==> config.mk <==
export PLATFORM = sky130hd
export DESIGN_NAME = i2s_recorder_mc
export DESIGN_NICKNAME = d
export VERILOG_FILES = /design/src/rtl/i2s_recorder_mc.sv
export SDC_FILE = /design/constraint.sdc
export NUM_CORES = 1
export LEC_CHECK = 0
export BUFFER_PORTS_ARGS = -buffer_cell sky130_fd_sc_hd__clkbuf_2
export CORE_MARGIN = 2
export CORE_UTILIZATION = 45
export DETAILED_ROUTE_END_ITERATION = 12
export GPL_TIMING_DRIVEN = 0
export MAX_ROUTING_LAYER = met4
export PLACE_DENSITY = 0.77
export SLEW_MARGIN = 20
export SYNTH_ARGS = -nofsm -noshare
export SYNTH_HDL_FRONTEND = slang
export SYNTH_SLANG_ARGS = --single-unit
export TNS_END_PERCENT = 100
==> constraint.sdc <==
create_clock -name i_clk -period 1.9 [get_ports i_clk]
set_clock_uncertainty 0.1 [all_clocks]
set_input_delay 0.095 -clock i_clk [delete_from_list [all_inputs] [get_ports i_clk]]
set_output_delay 0.095 -clock i_clk [all_outputs]
set_load 0.01 [all_outputs]
==> src/rtl/i2s_recorder_mc.sv <==
// i2s_recorder_mc
// ---------------------------------------------------------------------------
// I2S capture engine running on the bit clock. It deserialises DATA_W-bit
// words from the ADC, records left-only, right-only or interleaved stereo,
// and emits a one-cycle write strobe with address/data toward the SRAM side.
//
// Parameters
//   DATA_W   sample width (1 .. bclk-per-LRC-half - 1)
//   ADDR_W   address width
//   MAX_ADDR last writable address (odd in stereo mode)
//   CH_MODE  0 = left only, 1 = right only, 2 = stereo (L even, R odd)
//
// Ports
//   i_clk        bit clock, all logic on rising edge
//   i_rst        synchronous active-high reset
//   i_lrc        LR clock (0 = left slot, 1 = right slot)
//   i_data       serial data, MSB first, one bit after the LRC edge
//   i_start      start / resume request (level)
//   i_pause      pause request (level)
//   i_stop       stop request (level)
//   o_wr_en      one-cycle write strobe
//   o_address    write address, valid with o_wr_en, held afterwards
//   o_data       captured sample, valid with o_wr_en, held afterwards
//   o_channel    channel of o_data (0 = L, 1 = R)
//   o_recording  high while armed or recording
//   o_full       high once the last address has been written
// ---------------------------------------------------------------------------
module i2s_recorder_mc #(
   parameter int                DATA_W   = 16,
   parameter int                ADDR_W   = 20,
   parameter logic [ADDR_W-1:0] MAX_ADDR = {ADDR_W{1'b1}},
   parameter int                CH_MODE  = 2
) (
   input  logic              i_clk,
   input  logic              i_rst,
   input  logic              i_lrc,
   input  logic              i_data,
   input  logic              i_start,
   input  logic              i_pause,
   input  logic              i_stop,
   output logic              o_wr_en,
   output logic [ADDR_W-1:0] o_address,
   output logic [DATA_W-1:0] o_data,
   output logic              o_channel,
   output logic              o_recording,
   output logic              o_full
);

   localparam int CNT_W = $clog2(DATA_W + 2);
   localparam logic [CNT_W-1:0] LAST_BIT = CNT_W'(DATA_W);

   typedef enum logic [2:0] {
      S_IDLE,
      S_ARMED,
      S_REC,
      S_PAUSED,
      S_FULL
   } state_t;

   state_t            state_reg;
   logic              lrc_q_reg;
   logic              pause_pending_reg;
   logic              cap_active_reg;
   logic [CNT_W-1:0]  bit_cnt_reg;
   logic              slot_ch_reg;
   logic [DATA_W-1:0] sr_reg;
   logic [ADDR_W-1:0] addr_cnt_reg;
   logic              wr_en_reg;
   logic [ADDR_W-1:0] address_reg;
   logic [DATA_W-1:0] data_reg;
   logic              channel_reg;
   logic              full_reg;

   logic boundary;
   logic lrc_rise;
   logic lrc_fall;
   logic qual;

   assign boundary = (i_lrc != lrc_q_reg);
   assign lrc_rise = i_lrc & ~lrc_q_reg;
   assign lrc_fall = ~i_lrc & lrc_q_reg;
   // The boundary that opens a recording / frame: rising for right-only,
   // falling (start of the left slot) otherwise.
   assign qual     = (CH_MODE == 1) ? lrc_rise : lrc_fall;

   always_ff @(posedge i_clk) begin
      if (i_rst) begin
         state_reg         <= S_IDLE;
         lrc_q_reg         <= i_lrc;
         pause_pending_reg <= 1'b0;
         cap_active_reg    <= 1'b0;
         bit_cnt_reg       <= '0;
         slot_ch_reg       <= 1'b0;
         sr_reg            <= '0;
         addr_cnt_reg      <= '0;
         wr_en_reg         <= 1'b0;
         address_reg       <= '0;
         data_reg          <= '0;
         channel_reg       <= 1'b0;
         full_reg          <= 1'b0;
      end else begin
         lrc_q_reg <= i_lrc;
         wr_en_reg <= 1'b0;

         if (i_stop) begin
            // Abandon any partial word; committed outputs are held.
            state_reg         <= S_IDLE;
            cap_active_reg    <= 1'b0;
            pause_pending_reg <= 1'b0;
            full_reg          <= 1'b0;
         end else begin
            // Word in progress: bits E1..E_DATA_W shift in, commit at the
            // following edge. Runs in any state so a pause still lets the
            // current word finish.
            if (cap_active_reg) begin
               if (bit_cnt_reg <= LAST_BIT) begin
                  sr_reg      <= (sr_reg << 1) | DATA_W'(i_data);
                  bit_cnt_reg <= bit_cnt_reg + CNT_W'(1);
               end else begin
                  wr_en_reg      <= 1'b1;
                  data_reg       <= sr_reg;
                  address_reg    <= addr_cnt_reg;
                  channel_reg    <= slot_ch_reg;
                  cap_active_reg <= 1'b0;
               end
            end

            // Edge after a commit: advance the counter unless that was the
            // last address (FULL handling below).
            if (wr_en_reg && (address_reg != MAX_ADDR)) begin
               addr_cnt_reg <= addr_cnt_reg + ADDR_W'(1);
            end

            case (state_reg)
               S_IDLE: begin
                  if (i_start && !i_pause) begin
                     state_reg    <= S_ARMED;
                     addr_cnt_reg <= '0;
                  end
               end
               S_ARMED: begin
                  if (i_pause) begin
                     state_reg <= S_PAUSED;
                  end else if (boundary && qual) begin
                     state_reg      <= S_REC;
                     cap_active_reg <= 1'b1;
                     bit_cnt_reg    <= CNT_W'(1);
                     slot_ch_reg    <= i_lrc;
                  end
               end
               S_REC: begin
                  if (i_pause) begin
                     pause_pending_reg <= 1'b1;
                  end
                  if (boundary) begin
                     if (pause_pending_reg && qual) begin
                        // Land on a frame boundary; this slot is skipped.
                        state_reg         <= S_PAUSED;
                        pause_pending_reg <= 1'b0;
                     end else if ((CH_MODE == 2) || qual) begin
                        cap_active_reg <= 1'b1;
                        bit_cnt_reg    <= CNT_W'(1);
                        slot_ch_reg    <= i_lrc;
                     end
                  end
               end
               S_PAUSED: begin
                  if (i_start && !i_pause) begin
                     state_reg <= S_ARMED;
                  end
               end
               S_FULL: begin
               end
               default: state_reg <= S_IDLE;
            endcase

            // Last address just written: terminal until stop.
            if (wr_en_reg && (address_reg == MAX_ADDR)) begin
               state_reg         <= S_FULL;
               full_reg          <= 1'b1;
               cap_active_reg    <= 1'b0;
               pause_pending_reg <= 1'b0;
            end
         end
      end
   end

   assign o_wr_en     = wr_en_reg;
   assign o_address   = address_reg;
   assign o_data      = data_reg;
   assign o_channel   = channel_reg;
   assign o_recording = (state_reg == S_ARMED) || (state_reg == S_REC);
   assign o_full      = full_reg;

endmodule

==> summary.txt <==
Run status
  • Status: finished, final reports clean

Detailed routing
  • Routed vias/inst: 5.29
  • Routed vias: around 3200
  • Post-Route WL: around 8700 um
  • DR DRC count: 0
  • TritonRoute pass-1 iters: 4
  • Initial DRC Count: between 150 and 200
  • Routed wire per std cell: 14.2 um
  • Post-route ant nets: 0

Placed design
  • DP Area: 0.00393 mm^2
  • Post-place setup slack: -0.473 ns
  • Dpl hpwl: approximately 5700 um
  • Final GP Congestion: 0.895
  • Port buffer count: 45
  • Cells after DPL: around 580

Logic synthesis
  • Most area-consuming cells after synthesis: dfxtp_1 (49%), nand2_1 (13%), a21oi_1 (8.5%)
  • Number of synthesized flops with an enable pin: 0
  • Post-synth top area share: 0.487
  • Yosys warnings: 0
  • Post-synthesis net count: between 400 and 500
  • Avg Synthesized Cell Area: slightly above 8 um^2
  • Cell variety after synth: between 40 and 50
  • Mapped Cells: 434
  • Synthesis-stage register bit count: 87
  • Asr flop ratio synth: 0
  • Post-synthesis cell area: 0.00358 mm^2
  • Register area share after synthesis: 0.487
  • Primary FF master, synth: dfxtp_1
  • Cell taking the most area after synthesis: dfxtp_1

Setup path
  • CP max FO: 8
  • Crit path arrival time: ~2.0 ns
  • Critical path data required time: 2.05 ns
  • Critical path type: flop to flop
  • CP endpoint kind: flop
  • CP Launch Type: flop

Clocking
  • TritonCTS clock tree: done
  • Inserted Clock Buffers: 9
  • Clk sinks: just under 90
  • H-tree Lvls: 3
  • Clk slew on worst S/H paths: roughly 0.090 ns
  • Maximum buffer depth of the clock tree: 2
  • Clock Latency Late Sink: 0.36 ns
  • Root buf cell: clkbuf_8

Pwr
  • Logic gate share of total power: 0.028
  • Pint: 0.00261 W
  • Switch Pwr: between 0.0007 and 0.0008 W
  • Sequential power share: 0.540
  • Power Density: about 750 mW/mm^2
  • Peak supply drop: slightly below 400 uV
  • Power share of the clock group: 0.432
  • Leak: between 1.5 and 2 nW
  • Sw Ratio: 0.227

Global routing
  • GR Layer Usage met2: 0.327
  • Top Usage Layer GRT: met2
  • First-pass GRT wire length: about 14000 um
  • Initial antenna violation count: 0
  • GR Overflow Total: 0
  • Met1 usage: 0.266
  • Largest net degree at the start of global routing: 17
  • Vias in the first global route: around 2900
  • Grt met3 use: 0.0379
  • All-Layer GR Usage: 0.207

Cells and area
  • Area grow syn2layout: 26.4%
  • Share of layout cells above drive strength 1: 0.231
  • Fillers: approximately 670
  • Core Util, Final: 0.585
  • Nets: roughly 520
  • Flip-flop and latch area: around 0.0017 mm^2
  • N_diodes: 0
  • Number of non-filler instances in the completed layout: 612
  • Footprint of the multi-input gates: roughly 0.0019 mm^2
  • Fin area: ~0.0045 mm^2

Die
  • Full die area: 0.00868 mm^2
  • Die height: about 93 um
  • # IOs: 47
  • Core region area: between 0.007 and 0.008 mm^2
  • Starting Density: 0.463
  • Die Wd: slightly above 90 um
  • Row cnt: 32

STA
  • Actual slew at the worst max-slew pin: ~0.53 ns
  • Post-route setup slack: between 0.04 and 0.05 ns
  • Final setup violation count: 0
  • Endpoints failing hold: 0
  • Rel. slew slack: 0.646
  • Max-slew violations: 0
  • Max Freq: ~540 MHz
  • Fin crit share: 0.979
  • Tmin final: 1.86 ns

Job
  • Max_cap viols: 0

Hold path
  • Hold crit path type: input port to flop
-- layer usage --
metal,share of wire,wire length [um]
met1,0.46,3960
met2,0.47,4060
met3,0.061,532
met4,0.013,115
met5,0,0
-- per-stage QoR --
step / TNS [ns] / power [W] / hold slack, ns
after floorplan: 0 / 0.00192 / 0.0227
after global placement: -17.12 / 0.00195 / 0.138
after detailed placement: -18.56 / 0.00195 / 0.141
after CTS: -4.24 / 0.00340 / 0.0351
after global routing: -0.0425 / 0.00348 / 0.0801
final: 0 / 0.00338 / 0.0767
-- path summary, 6_finish.rpt --
kind,startpoint,endpoint,slack [ns],cells past startpoint
worst max register to register,o_address[9],addr_cnt_reg[14],0.04,7
worst max-delay path,o_address[9],addr_cnt_reg[14],0.04,7
worst min-delay path,i_stop,state_reg[2],0.08,3
worst min register to register,o_data[10],o_data[10],0.36,2
-- area by class of cell --
| class | count | area share |
|---|---|---|
| Timing Repair Buffer | 61 | 0.0822 |
| Tap cell | 102 | 0.0282 |
| Clock inverter | 7 | 0.0230 |
| Buffer | 21 | 0.0315 |
| Multi-Input combinational cell | 318 | 0.416 |
| Inverter | 7 | 0.00581 |
| Clock buffer | 9 | 0.0274 |
| Sequential cell | 87 | 0.386 |
-- layout by cell type, fill, tap and decap left out, drive strengths merged, types with 2 or more instances in the layout --
cell	instances
nor2b	2
nand4	13
ha	5
a2111oi	8
and2	2
or2	2
a311oi	2
buf	21
a21oi	63
and3	2
inv	10
nand3	9
a21boi	2
nor4	2
clkbuf	66
a21o	2
mux2i	2
nand2b	3
xor2	2
and4	5
dlygate4sd3	4
nor3b	2
bufinv	2
nor3	2
a31o	3
dfxtp	87
nor2	31
o21ai	3
nand2	124
clkinvlp	2
xnor2	15
a211oi	5
-- Yosys cell counts (3+ instances only) --
cell	n
buf_2	4
ha_1	5
nand2b_1	3
a21oi_1	61
a211oi_1	4
dfxtp_1	87
o21ai_0	3
nor2_1	30
nand4_1	12
a31o_2	3
nand2_1	124
xnor2_1	15
and4_1	5
a2111oi_0	3
a2111oi_2	4
clkbuf_1	17
inv_1	7
nand3_1	9
-- kinds of logic (layout without fill, tap and decap cells) --
kind of cell,Yosys count,after routing,share of synthesized area
buffers and inverters,30,105,0.0339
multiplexers,2,2,0.00559
adder cells (fa/ha/maj),5,5,0.0175
flip-flops,87,87,0.487
XOR/XNOR,17,17,0.0416
AO/OA/AOI/OAI,92,92,0.163
AND/OR/NAND/NOR,201,202,0.252
-- timing repair --
item | 4_1_cts | 5_1_grt
endpoints found under the setup margin | 76 | 75
cloned | 0 | 1
gates resized for setup | 25 | 40
hold endpoints to repair | 5 | 0
hold buffers | 4 | 0
pin swaps | 2 | 2
buffers inserted | 3 | 9
-- critical path, stage by stage (launching register included) --
cell and delay [ns]:
dfxtp_1 0.38, nand4_1 0.29, nor4_4 0.32, buf_6 0.20, buf_4 0.16, a2111oi_4 0.07
xnor2_1 0.18, nor2_1 0.06
-- power groups by stage --
stage | Sequential (W) | Combinational [W] | Clock (W)
2_1_floorplan | 0.00187 | 0.0000526 | 0
3_3_place_gp | 0.00187 | 0.0000806 | 0
3_5_place_dp | 0.00187 | 0.0000822 | 0
4_1_cts | 0.00183 | 0.0000892 | 0.00148
5_1_grt | 0.00183 | 0.000104 | 0.00155
6_report | 0.00183 | 0.0000939 | 0.00146
No activity file was read; power rests on OpenSTA's default activity.
